===== config.mk =====
export PLATFORM = sky130hd
export DESIGN_NAME = ad_acq_ctrl
export DESIGN_NICKNAME = d
export VERILOG_FILES = /design/src/rtl/ad_acq_ctrl_pkg.sv /design/src/rtl/ad_acq_ctrl_trig_sync.sv /design/src/rtl/ad_acq_ctrl.sv
export SDC_FILE = /design/constraint.sdc
export NUM_CORES = 1
export LEC_CHECK = 0
export CELL_PAD_IN_SITES_DETAIL_PLACEMENT = 1
export CELL_PAD_IN_SITES_GLOBAL_PLACEMENT = 2
export CORE_MARGIN = 2
export CORE_UTILIZATION = 36
export CTS_BUF_LIST = sky130_fd_sc_hd__clkbuf_4 sky130_fd_sc_hd__clkbuf_8
export CTS_CLUSTER_DIAMETER = 200
export DETAILED_ROUTE_END_ITERATION = 7
export PLACE_DENSITY_LB_ADDON = 0.1
export SLEW_MARGIN = 5
export SYNTH_ARGS = -nofsm -noshare
export SYNTH_HDL_FRONTEND = slang
export SYNTH_HIERARCHICAL = 1
export SYNTH_SLANG_ARGS = --single-unit

===== constraint.sdc =====
create_clock -name clk -period 3.1 [get_ports clk]
set_clock_uncertainty 0.2 [all_clocks]
set_input_delay 0.62 -clock clk [delete_from_list [all_inputs] [get_ports clk]]
set_output_delay 0.62 -clock clk [all_outputs]
set_load 0.01 [all_outputs]

===== src/rtl/ad_acq_ctrl_pkg.sv =====
// Shared types and constants for the burst-triggered ADC acquisition controller.
package ad_acq_ctrl_pkg;

  localparam int ADC_W  = 10;
  localparam int HOLD_W = 20;

  typedef enum logic [1:0] {
    IDLE    = 2'd0,
    DELAY   = 2'd1,
    CAPTURE = 2'd2,
    HOLDOFF = 2'd3
  } acq_state_e;

  // Holdoff length wraps at 20 bits by design.
  function automatic logic [HOLD_W-1:0] holdoff_len(input logic [ADC_W-1:0]  period,
                                                    input logic [HOLD_W-1:0] unit);
    return HOLD_W'(period) * unit;
  endfunction

endpackage


===== src/rtl/ad_acq_ctrl_trig_sync.sv =====
// Two-flop synchroniser and rising-edge detector for the asynchronous trigger.
module trig_sync (
  input  logic clk,
  input  logic reset_n,
  input  logic trig_in,
  output logic trig_rise
);

  logic s1_q, s1_d, s2_q, s2_d, prev_q, prev_d;
  logic rdy_q, rdy_d, arm_q, arm_d;

  // Arm only after a genuine low has been sampled, so a trigger already high
  // when reset releases is not mistaken for an edge.
  always_comb begin
    s1_d   = trig_in;
    s2_d   = s1_q;
    prev_d = s2_q;
    rdy_d  = 1'b1;
    arm_d  = arm_q | (rdy_q & ~s1_q);
  end

  always_ff @(posedge clk or negedge reset_n) begin
    if (!reset_n) begin
      s1_q   <= 1'b0;
      s2_q   <= 1'b0;
      prev_q <= 1'b0;
      rdy_q  <= 1'b0;
      arm_q  <= 1'b0;
    end else begin
      s1_q   <= s1_d;
      s2_q   <= s2_d;
      prev_q <= prev_d;
      rdy_q  <= rdy_d;
      arm_q  <= arm_d;
    end
  end

  assign trig_rise = arm_q & s2_q & ~prev_q;

endmodule


===== src/rtl/ad_acq_ctrl.sv =====
// Trigger-delay-capture-holdoff sequencer for a 10-bit ADC stream.
// Define AD_ACQ_TESTPATTERN_EN to replace captured samples with a 10-bit ramp.
//   state   | meaning
//   IDLE    | waiting for a trigger edge
//   DELAY   | counting TRIG_DELAY cycles before the first sample
//   CAPTURE | SAMPLE_NUM valid samples to downstream
//   HOLDOFF | pulse_period*HOLDOFF_UNIT cycles of trigger lockout
module ad_acq_ctrl
  import ad_acq_ctrl_pkg::*;
#(
  parameter int SAMPLE_NUM   = 8192,
  parameter int TRIG_DELAY   = 16,
  parameter int HOLDOFF_UNIT = 64
) (
  input  logic             clk,
  input  logic             reset_n,
  input  logic             trig_in,
  input  logic [ADC_W-1:0] adc_raw,
  input  logic [ADC_W-1:0] pulse_period,
  output logic [ADC_W-1:0] AD_data_in,
  output logic             AD_data_valid,
  output logic             acq_busy,
  output logic             acq_done,
  output logic [7:0]       trig_miss
);

  localparam int CNT_W = $clog2(SAMPLE_NUM) + 1;
  localparam logic [CNT_W-1:0]  SAMPLE_LAST = CNT_W'(SAMPLE_NUM - 1);
  localparam logic [HOLD_W-1:0] DELAY_LAST  = HOLD_W'((TRIG_DELAY > 0) ? TRIG_DELAY - 1 : 0);

  acq_state_e        state_q, state_d;
  logic [CNT_W-1:0]  smp_cnt_q, smp_cnt_d;
  logic [HOLD_W-1:0] timer_q, timer_d;
  logic [HOLD_W-1:0] hold_len;
  logic [7:0]        miss_q, miss_d;
  logic [ADC_W-1:0]  data_q, data_d;
  logic              valid_q, valid_d;
  logic              done_q, done_d;
  logic              trig_rise;

  trig_sync u_trig_sync (
    .clk       (clk),
    .reset_n   (reset_n),
    .trig_in   (trig_in),
    .trig_rise (trig_rise)
  );

  // Timers are down-counters loaded with length-1 and terminate at zero.
  always_comb begin
    state_d   = state_q;
    smp_cnt_d = smp_cnt_q;
    timer_d   = timer_q;
    miss_d    = miss_q;
    hold_len  = holdoff_len(pulse_period, HOLD_W'(HOLDOFF_UNIT));
    if (trig_rise && (state_q != IDLE) && (miss_q != 8'hFF))
      miss_d = miss_q + 8'd1;
    case (state_q)
      IDLE: begin
        if (trig_rise) begin
          if (TRIG_DELAY == 0) begin
            state_d   = CAPTURE;
            smp_cnt_d = SAMPLE_LAST;
          end else begin
            state_d = DELAY;
            timer_d = DELAY_LAST;
          end
        end
      end
      DELAY: begin
        if (timer_q == '0) begin
          state_d   = CAPTURE;
          smp_cnt_d = SAMPLE_LAST;
        end else begin
          timer_d = timer_q - HOLD_W'(1);
        end
      end
      CAPTURE: begin
        if (smp_cnt_q == '0) begin
          state_d = HOLDOFF;
          timer_d = (hold_len == '0) ? '0 : hold_len - HOLD_W'(1);
        end else begin
          smp_cnt_d = smp_cnt_q - CNT_W'(1);
        end
      end
      HOLDOFF: begin
        if (timer_q == '0) state_d = IDLE;
        else               timer_d = timer_q - HOLD_W'(1);
      end
      default: state_d = IDLE;
    endcase
    valid_d = (state_d == CAPTURE);
    done_d  = (state_q == CAPTURE) && (state_d == HOLDOFF);
  end

`ifdef AD_ACQ_TESTPATTERN_EN
  logic [ADC_W-1:0] ramp_q, ramp_d;

  always_comb begin
    ramp_d = valid_d ? ramp_q + ADC_W'(1) : '0;
    data_d = valid_d ? ramp_q : adc_raw;
  end

  always_ff @(posedge clk or negedge reset_n) begin
    if (!reset_n) ramp_q <= '0;
    else          ramp_q <= ramp_d;
  end
`else
  always_comb begin
    data_d = adc_raw;
  end
`endif

  always_ff @(posedge clk or negedge reset_n) begin
    if (!reset_n) begin
      state_q   <= IDLE;
      smp_cnt_q <= '0;
      timer_q   <= '0;
      miss_q    <= '0;
      data_q    <= '0;
      valid_q   <= 1'b0;
      done_q    <= 1'b0;
    end else begin
      state_q   <= state_d;
      smp_cnt_q <= smp_cnt_d;
      timer_q   <= timer_d;
      miss_q    <= miss_d;
      data_q    <= data_d;
      valid_q   <= valid_d;
      done_q    <= done_d;
    end
  end

  assign AD_data_in    = data_q;
  assign AD_data_valid = valid_q;
  assign acq_done      = done_q;
  assign acq_busy      = (state_q != IDLE);
  assign trig_miss     = miss_q;

endmodule


Word-level counts from Yosys, hierarchy flattened --
Index checks and enable logic that the tools add are counted.
Word-level totals: input bits 23, bits in registers 61, word-level logic and storage cells 58, output and inout port bits 21
Cells by class: bitwise logic cells 6, eq/ne operators 11, muxes and demuxes 13, add/sub/neg operators 4, reduce and logical (&&, ||, !) cells 12
Operators by type and width (number):
- 20-bit two-way mux | 4
- 20-bit one-hot mux with 3 select lines | 1
- 14-bit two-way mux | 2
- 14-bit one-hot mux with 2 select lines | 1
- 20-bit zero test | 1
- 20-bit by 1-bit subtractor with 20-bit output, second input constant | 1
- 17-bit zero test | 1
- 16-bit by 1-bit subtractor with 17-bit output, second input constant | 1
- 14-bit zero test | 1
- 14-bit by 1-bit subtractor with 14-bit output, second input constant | 1
- 2-bit inequality test, second input constant | 5
- 8-bit by 1-bit adder with 8-bit output, second input constant | 1
- 2-bit equality test, second input constant | 4
- 2-bit two-way mux | 4
- 8-bit inequality test, second input constant | 1
- 2-bit one-hot mux with 4 select lines | 1
- 3-bit AND reduction | 2
- 2-bit nonzero test | 2
- 1-bit AND | 3
- 1-bit logical AND | 3
- 2-bit by 1-bit equality test with 1-bit output, second input constant | 1
- 2-bit zero test | 1
- 1-bit NOT | 2
- 2-bit OR reduction | 1
- 1-bit OR | 1

Longest topological paths before layout --
Gate-level depths: netlist of the first run.
depth in word-level cells 6, mapped depth 9, depth with buffers taken out 8

Cells and area by module --
Netlist of the first run, hierarchy kept.
Modules (own cells, without submodules):
- ad_acq_ctrl | times used 1, cells each 314, sequential area each 1401.3 µm², area each 3129.3 µm²
- trig_sync | times used 1, cells each 10, sequential area each 125.1 µm², area each 147.6 µm²

Worst setup path before layout of the first run --
No wires, ideal clock.
path type register to register, start register timer_q[0], end register timer_q[0], cell stages (with the launch flop) 10, required time 2775 ps, arrival time 2319 ps, setup slack 456 ps, path buffers 1, library setup time 125 ps, clock period less this slack 2644 ps, cells stage by stage dfrtp_1 -> inv_1 -> ha_1 -> nor3b_1 -> nand4b_1 -> or3_1 -> buf_6 -> nand2_8 -> inv_4 -> mux2_4
Between the ends: cells in the longest elaborated chain, start to end 3, elaborated cells on any way between the ends 6, classes of those cells add/sub (1); eq/ne (1); mux (2); reduce/logical (2)
Ends and longest elaborated chain:
- from (decl) | RTL line ad_acq_ctrl.sv:33 | logic [HOLD_W-1:0] timer_q, timer_d;
- from (signal assigned) | RTL line ad_acq_ctrl.sv:125 | timer_q <= timer_d;
- 20-bit by 1-bit subtractor with 20-bit output / 20-bit zero test (equally long branches)
- 20-bit two-way mux / 2-bit inequality test (equally long branches)
- 20-bit one-hot mux with 3 select lines / 3-bit AND reduction (equally long branches)
Parallel ways exist; a longest one is shown, timed or not. The select of a mux whose other input is x is not followed. A chain may end at the register's enable or synchronous reset.

Worst setup path after layout of the first run --
start register timer_q[0], end register timer_q[3]
The elaborated chain is that of the path after synthesis.

==> flow_summary.toml, run 1 <==
[run_status]
status = "finished clean"

[power_and_ir_drop]
p_leak_nw = 1.826
cellPowerDensity_nw_per_um2 = 778.6
ir_drop_v = 0.0003012

[synth]
synth-seq-cells = 61
syn_area_um2 = 3277
synth_top_family_by_area = "simple AND/OR/NAND/NOR gates"
synthSimpleGateAreaFrac_pct = 24.55
synth_xor_area_share_pct = 7.751
syn_nets = 352
yosys_warnings = 6
synth-edff-count = 0
synth_mux_area_share_pct = 1.565
postSynthCellCount = 324
avgSynthCellArea_um2 = 10.11
synth_area_leaders = "dfrtp_1 47%, xor2_1 4.3%, xnor2_1 3.5%"
ys.flop_type = "dfrtp_1"
synthAdderAreaFrac_pct = 1.909
async_reset_ff_share_pct = 100.0
ys_types = 57
synth_top_cell_area_share_pct = 46.58
synth_area_leader_cell = "dfrtp_1"
synth_compound_area_share_pct = 13.86
ys_seq_area_share_pct = 46.58

[detailed_routing]
drt_iter0_markers = 112
num_vias = 2771
drtAntennaViolNets = 0
wl_per_cell_um = 17.43
avgViaCountPerCell = 5.542
route.detailed.drc = 0
wirelength_mm = 8.716
drt-pass1-iter-count = 4

[critical_path]
cp_max_fo = 8
r2r_end = "timer_q[3]$_DFFE_PN0P_"
start_kind = "flip-flop"
slowest_delay_ns = 0.44
timing.rr.start = "timer_q[0]$_DFFE_PN0P_"
r2r_setup_slack_ns = 0.17
endpoint = "timer_q[3]$_DFFE_PN0P_"
cp_slowest_cell = "o31ai_4"
end_kind = "flip-flop"
path_cells = "inv_1 > ha_1 > nor3b_1 > nand4b_1 > buf_4 > o31ai_4 > a2111oi_0 > nor4_1"
worstPathArrival_ns = 2.94
cpLargestDelayFamily = "simple AND/OR/NAND/NOR gates"
critPathLaunch = "timer_q[0]$_DFFE_PN0P_"
reg2reg_depth = 8
crit_required_ns = 3.11
crit_buf_inv = 2
cp.depth = 8
worstSetupPathType = "reg2reg"

[clock_network]
clk_path_buf_depth = 2
ctsHoldBuffers = 0
clk_latency_ns = 0.34
cts_setup_buffers = 0
ctsResizeCount = 0
cts_made_buffers = 9
cts.sinks = 61
clock-root-buffer = "clkbuf_8"
htreeDepth = 3
clk_pin_slew_ns = 0.07
cts_tree = "yes"

[timing]
fin_crit_ns = 2.929
layout_worst_path_cycle_share_pct = 94.49
rsz0062_at_grt = "false"
worst_pin_slew_ns = 0.7349
drv_slew = 0
setup_viol = 0
finalHoldViolations = 0
fmax_mhz = 341.4
max_slew_margin_pct = 51.01
tns_ns = 0

[placed_design]
hpwl_mm = 6.348
gp_congestion = 0.7616
io_buffers = 43

[grt]
grt_max_degree = 32
grt_first_pass_wirelength_mm = 14.65
grt-ovfl-total = 0
antenna_found_initial = 0
grt_usage_pct = 18.84
grt_pass1_vias = 2858

[finish]
nets = 415
multi_input_area_um2 = 1630
final_layout_size_suffix_gt1_share_pct = 13.78
diodes = 0
fillers = 977
utilization_pct = 47.43
syn_to_final_growth_pct = 26.84
seqCellArea_um2 = 1526

[floorplan]
die_x_um = 99.41
rows = 34
die_area_um2 = 9881
core_area_um2 = 8763
dieHeight_um = 99.41
io-pin-count = 44
initial_core_util_pct = 37.39

[job]
maxCapViolations = 0

[min_path]
hold_path.class = "in2async"
==> worst register-to-register path, stage by stage (launching register included) <==
cell	delay, ns
dfrtp_1	0.43
inv_1	0.08
ha_1	0.21
nor3b_1	0.30
nand4b_1	0.30
buf_4	0.26
o31ai_4	0.44
a2111oi_0	0.19
nor4_1	0.38
==> power by group <==
group / internal, mW / leakage (nW) / total [mW] / switching (mW)
combinational: 0.554 / 0.947 / 1.15 / 0.600
sequential: 1.01 / 0.769 / 1.29 / 0.279
clock: 0.462 / 0.110 / 0.795 / 0.333
==> metrics by stage <==
| step | total power, mW | instance area (um2) | std cells | hold slack, ns | setup WS [ns] |
|---|---|---|---|---|---|
| 6_report | 3.236 | 4156 | 500 | 0.1387 | 0.1707 |
| 5_1_grt | 3.461 | 4156 | 500 | 0.1832 | 0.02767 |
| 4_1_cts | 3.261 | 4156 | 500 | 0.1510 | 0.2028 |
| 3_5_place_dp | 2.449 | 3939 | 484 | 0.1718 | 0.03452 |
| 3_3_place_gp | 2.420 | 3939 | 484 | 0.1665 | 0.1286 |
| 2_1_floorplan | 2.040 | 3277 | 324 | 0.1244 | 0.4556 |
==> cells by family after synthesis <==
| family | Yosys count |
|---|---|
| AOI/OAI and AO/OA | 61 |
| xor gates and xnor gates | 29 |
| adders and majority gates | 5 |
| buffers and inverters | 24 |
| DFF | 61 |
| muxes | 4 |
| other | 1 |
| and+or+nand+nor | 139 |
==> layout make-up <==
class,count,area share (%)
clock buffer,10,3.161
clock inverter,6,2.077
inverter,11,1.054
multi-input combinational,239,39.22
sequential,61,36.72
tap,108,3.251
timing repair buffer,65,14.51
==> synthesized netlist by cell type (all sizes together), types with 3 or more instances <==
master,n
o31ai,5
o2bb2ai,6
o21ai,10
nand3,10
nand2,28
dfrtp,61
and3,4
a22o,5
buf,7
a22oi,4
a21o,3
inv,11
nand4,7
ha,5
xnor2,13
nor3,17
clkbuf,6
xor2,16
nand4b,6
o211ai,4
or3,8
nor2b,3
nor4,16
a21oi,7
or2,3
nand2b,5
a2111oi,3
o22ai,4
nor2,16
or4,7
mux2,3
==> cell usage in the layout, fill, tap and decap left out, drive strengths merged, types with 2 or more instances in the layout <==
master,instances
a2111oi,3
a211o,2
a21o,3
a21oi,7
a22o,5
a22oi,4
and3,4
and4,2
buf,23
bufinv,2
clkbuf,10
clkdlybuf4s50,42
clkinv,2
dfrtp,61
ha,5
inv,12
mux2,3
nand2,28
nand2b,5
nand3,10
nand4,7
nand4b,6
nor2,16
nor2b,3
nor3,17
nor4,16
o211ai,4
o21ai,10
o22ai,4
o2bb2ai,6
o31ai,5
or2,3
or3,8
or3b,2
or4,7
xnor2,13
xor2,16
==> flip-flops by register name (all words and copies together), names as in the netlist, 2 cells and up <==
name and cells:
state_q 2, smp_cnt_q 14, timer_q 20, trig_miss 8
AD_data_in 10
==> worst min path at each step <==
stage,start,endpoint,slack (ns),cells past startpoint
4_1_cts,reset_n,timer_q[1]$_DFFE_PN0P_,0.15,1
2_1_floorplan,reset_n,AD_data_in[0]$_DFF_PN0_,0.12,0
3_5_place_dp,u_trig_sync/s1_q$_DFF_PN0_,u_trig_sync/prev_d$_DFF_PN0_,0.17,0
3_3_place_gp,u_trig_sync/s1_q$_DFF_PN0_,u_trig_sync/prev_d$_DFF_PN0_,0.17,0
6_report,reset_n,trig_miss[2]$_DFFE_PN0P_,0.14,1
5_1_grt,reset_n,trig_miss[5]$_DFFE_PN0P_,0.18,1
==> metal layers <==
layer	GRT usage, %	wire (um)	vias up
met4	5.058	117	0
met5	0	0	-
met3	3.303	272	11
met1	26.02	4211	1381
met2	30.72	4115	51
li1	-	-	1328
Power figures use the tool's default switching activity.
==> inputs of run 2 (changes only) <==
- TNS_END_PERCENT: unset -> 20
==> results of run 2 <==
Final layout, timing and power as in run 1 (identical DEF).
==> inputs of run 3 (changes only) <==
- CORE_MARGIN: 2 -> unset
==> run 3 against run 2 <==
Clock power increased by 4.0%. Cell count unchanged. Global-route usage increased by 1.4 points. Non-clock buffer count unchanged. Largest cell class unchanged. Critical endpoint is now timer_q[1]$_DFFE_PN0P_. Cell area increased by 0.27%. Count of clock-buffer cells in the layout increased by 1. First-iteration DRC count decreased by 29%. Utilization increased by 0.13 points. Critical path type unchanged. Sequential share of layout area decreased by 0.099 points. Setup slack improved by 0.029 ns. Sequential power about the same. Maximum frequency increased by 1.0%.
==> flow_summary.toml, run 3 (same netlist as run 1, synthesis figures left out) <==
[run_status]
status = "finished clean"

[clock_network]
ctsHoldBuffers = 0
cts_tree = "yes"
cts_made_buffers = 9
clk_latency_ns = 0.35
clk_path_buf_depth = 2
ctsResizeCount = 0
clock-root-buffer = "clkbuf_8"
htreeDepth = 3
clk_pin_slew_ns = 0.08
cts.sinks = 61
cts_setup_buffers = 0

[critical_path]
cp.depth = 8
cp_slowest_cell = "or3_1"
slowest_delay_ns = 0.69
worstSetupPathType = "reg2reg"
path_cells = "inv_1 > ha_1 > nor3b_1 > nand4b_1 > or3_1 > nand2_8 > inv_4 > mux2_4"
end_kind = "flip-flop"
cp_max_fo = 10
r2r_setup_slack_ns = 0.20
crit_required_ns = 3.13
r2r_end = "timer_q[1]$_DFFE_PN0P_"
critPathLaunch = "timer_q[0]$_DFFE_PN0P_"
worstPathArrival_ns = 2.93
start_kind = "flip-flop"
crit_buf_inv = 2
reg2reg_depth = 8
cpLargestDelayFamily = "simple AND/OR/NAND/NOR gates"
timing.rr.start = "timer_q[0]$_DFFE_PN0P_"
endpoint = "timer_q[1]$_DFFE_PN0P_"

[timing]
fin_crit_ns = 2.900
setup_viol = 0
finalHoldViolations = 0
tns_ns = 0
fmax_mhz = 344.8
rsz0062_at_grt = "false"
layout_worst_path_cycle_share_pct = 93.55
drv_slew = 0
worst_pin_slew_ns = 0.6938
max_slew_margin_pct = 53.74

[floorplan]
die_area_um2 = 9488
die_x_um = 97.41
rows = 34
core_area_um2 = 8763
io-pin-count = 44
initial_core_util_pct = 37.39
dieHeight_um = 97.41

[job]
maxCapViolations = 0

[grt]
grt_pass1_vias = 2941
antenna_found_initial = 0
grt_usage_pct = 20.19
grt_max_degree = 34
grt_first_pass_wirelength_mm = 15.03
grt-ovfl-total = 0

[finish]
diodes = 0
largest_register_ffs = 20
nets = 415
final_layout_size_suffix_gt1_share_pct = 13.78
fillers = 993
layout_common_cells = "61 x dfrtp_1, 42 x clkdlybuf4s50_1, 27 x nand2_1"
syn_to_final_growth_pct = 27.19
layout_commonest_cell = "dfrtp_1"
regMostFlops = "timer_q"

[min_path]
hold_path.class = "in2async"

[detailed_routing]
drtAntennaViolNets = 0
route.layer.met1.wl_mm = 4.230
wirelength_mm = 8.914
route.detailed.drc = 0
dr_wl_met3_um = 259
drt-pass1-iter-count = 4
avgViaCountPerCell = 5.626
wl_per_cell_um = 17.83
num_vias = 2813
top_layer_used = "met4"
wl_met2_mm = 4.272
drt_iter0_markers = 79

[placed_design]
io_buffers = 43
hpwl_mm = 6.466
gp_congestion = 0.7892

[power_and_ir_drop]
p_total_mw = 3.304
p_leak_nw = 1.826
ir_drop_v = 0.0003234
cellPowerDensity_nw_per_um2 = 792.7
==> run 3: cell count changes in the layout (fill, tap and decap cells not counted), sizes merged <==
cell | previous run | this run
clkbuf | 10 | 11
clkinv | 2 | 1
clkinvlp | 1 | 2
inv | 12 | 11
==> run 3: report_power, final <==
group          switching, mW  leakage (nW)  internal, mW
clock                  0.342         0.109         0.485
sequential             0.280         0.769          1.01
combinational          0.606         0.948         0.583
total                   1.23          1.83          2.08
==> run 3: per-layer routing <==
metal,up-vias,track usage (%)
met4,0,8.145
li1,1333,-
met5,-,0
met2,51,32.54
met1,1416,26.66
met3,13,3.885
==> run 3: layout make-up <==
class	count	area, um2	area share (%)
Multi-Input combinational cell	239	1630	39.12
Clock buffer	11	145.1	3.482
Sequential cell	61	1526	36.63
Clock inverter	5	83.83	2.011
Tap cell	108	135.1	3.242
Timing Repair Buffer	65	603.1	14.47
Inverter	11	43.79	1.051
==> run 3: stage by stage <==
| step | worst slack, ns | std cells | hold WS, ns | cell area [um2] | utilization, % |
|---|---|---|---|---|---|
| finish | 0.2000 | 500 | 0.1110 | 4168 | 47.56 |
| global route | 0.03862 | 500 | 0.1444 | 4168 | 47.56 |
| CTS | 0.1717 | 500 | 0.1208 | 4168 | 47.56 |
| detailed placement | 0.07819 | 484 | 0.1631 | 3939 | 44.95 |
| floorplan | 0.4556 | 324 | 0.1244 | 3277 | - |
| global placement | 0.1262 | 484 | 0.1632 | 3939 | 44.95 |
==> run 3: how the worst min path moves through the flow <==
stage / startpoint / to / slack (ns)
3_3_place_gp: u_trig_sync/prev_d$_DFF_PN0_ / u_trig_sync/prev_q$_DFF_PN0_ / 0.16
6_report: reset_n / trig_miss[2]$_DFFE_PN0P_ / 0.11
3_5_place_dp: u_trig_sync/prev_d$_DFF_PN0_ / u_trig_sync/prev_q$_DFF_PN0_ / 0.16
4_1_cts: reset_n / timer_q[0]$_DFFE_PN0P_ / 0.12
2_1_floorplan: reset_n / AD_data_in[0]$_DFF_PN0_ / 0.12
5_1_grt: reset_n / timer_q[0]$_DFFE_PN0P_ / 0.14
==> run 3: worst reg2reg max path: stages, from the launching register on <==
cell,delay [ns]
dfrtp_1,0.44
inv_1,0.08
ha_1,0.22
nor3b_1,0.29
nand4b_1,0.28
or3_1,0.69
nand2_8,0.21
inv_4,0.08
mux2_4,0.30
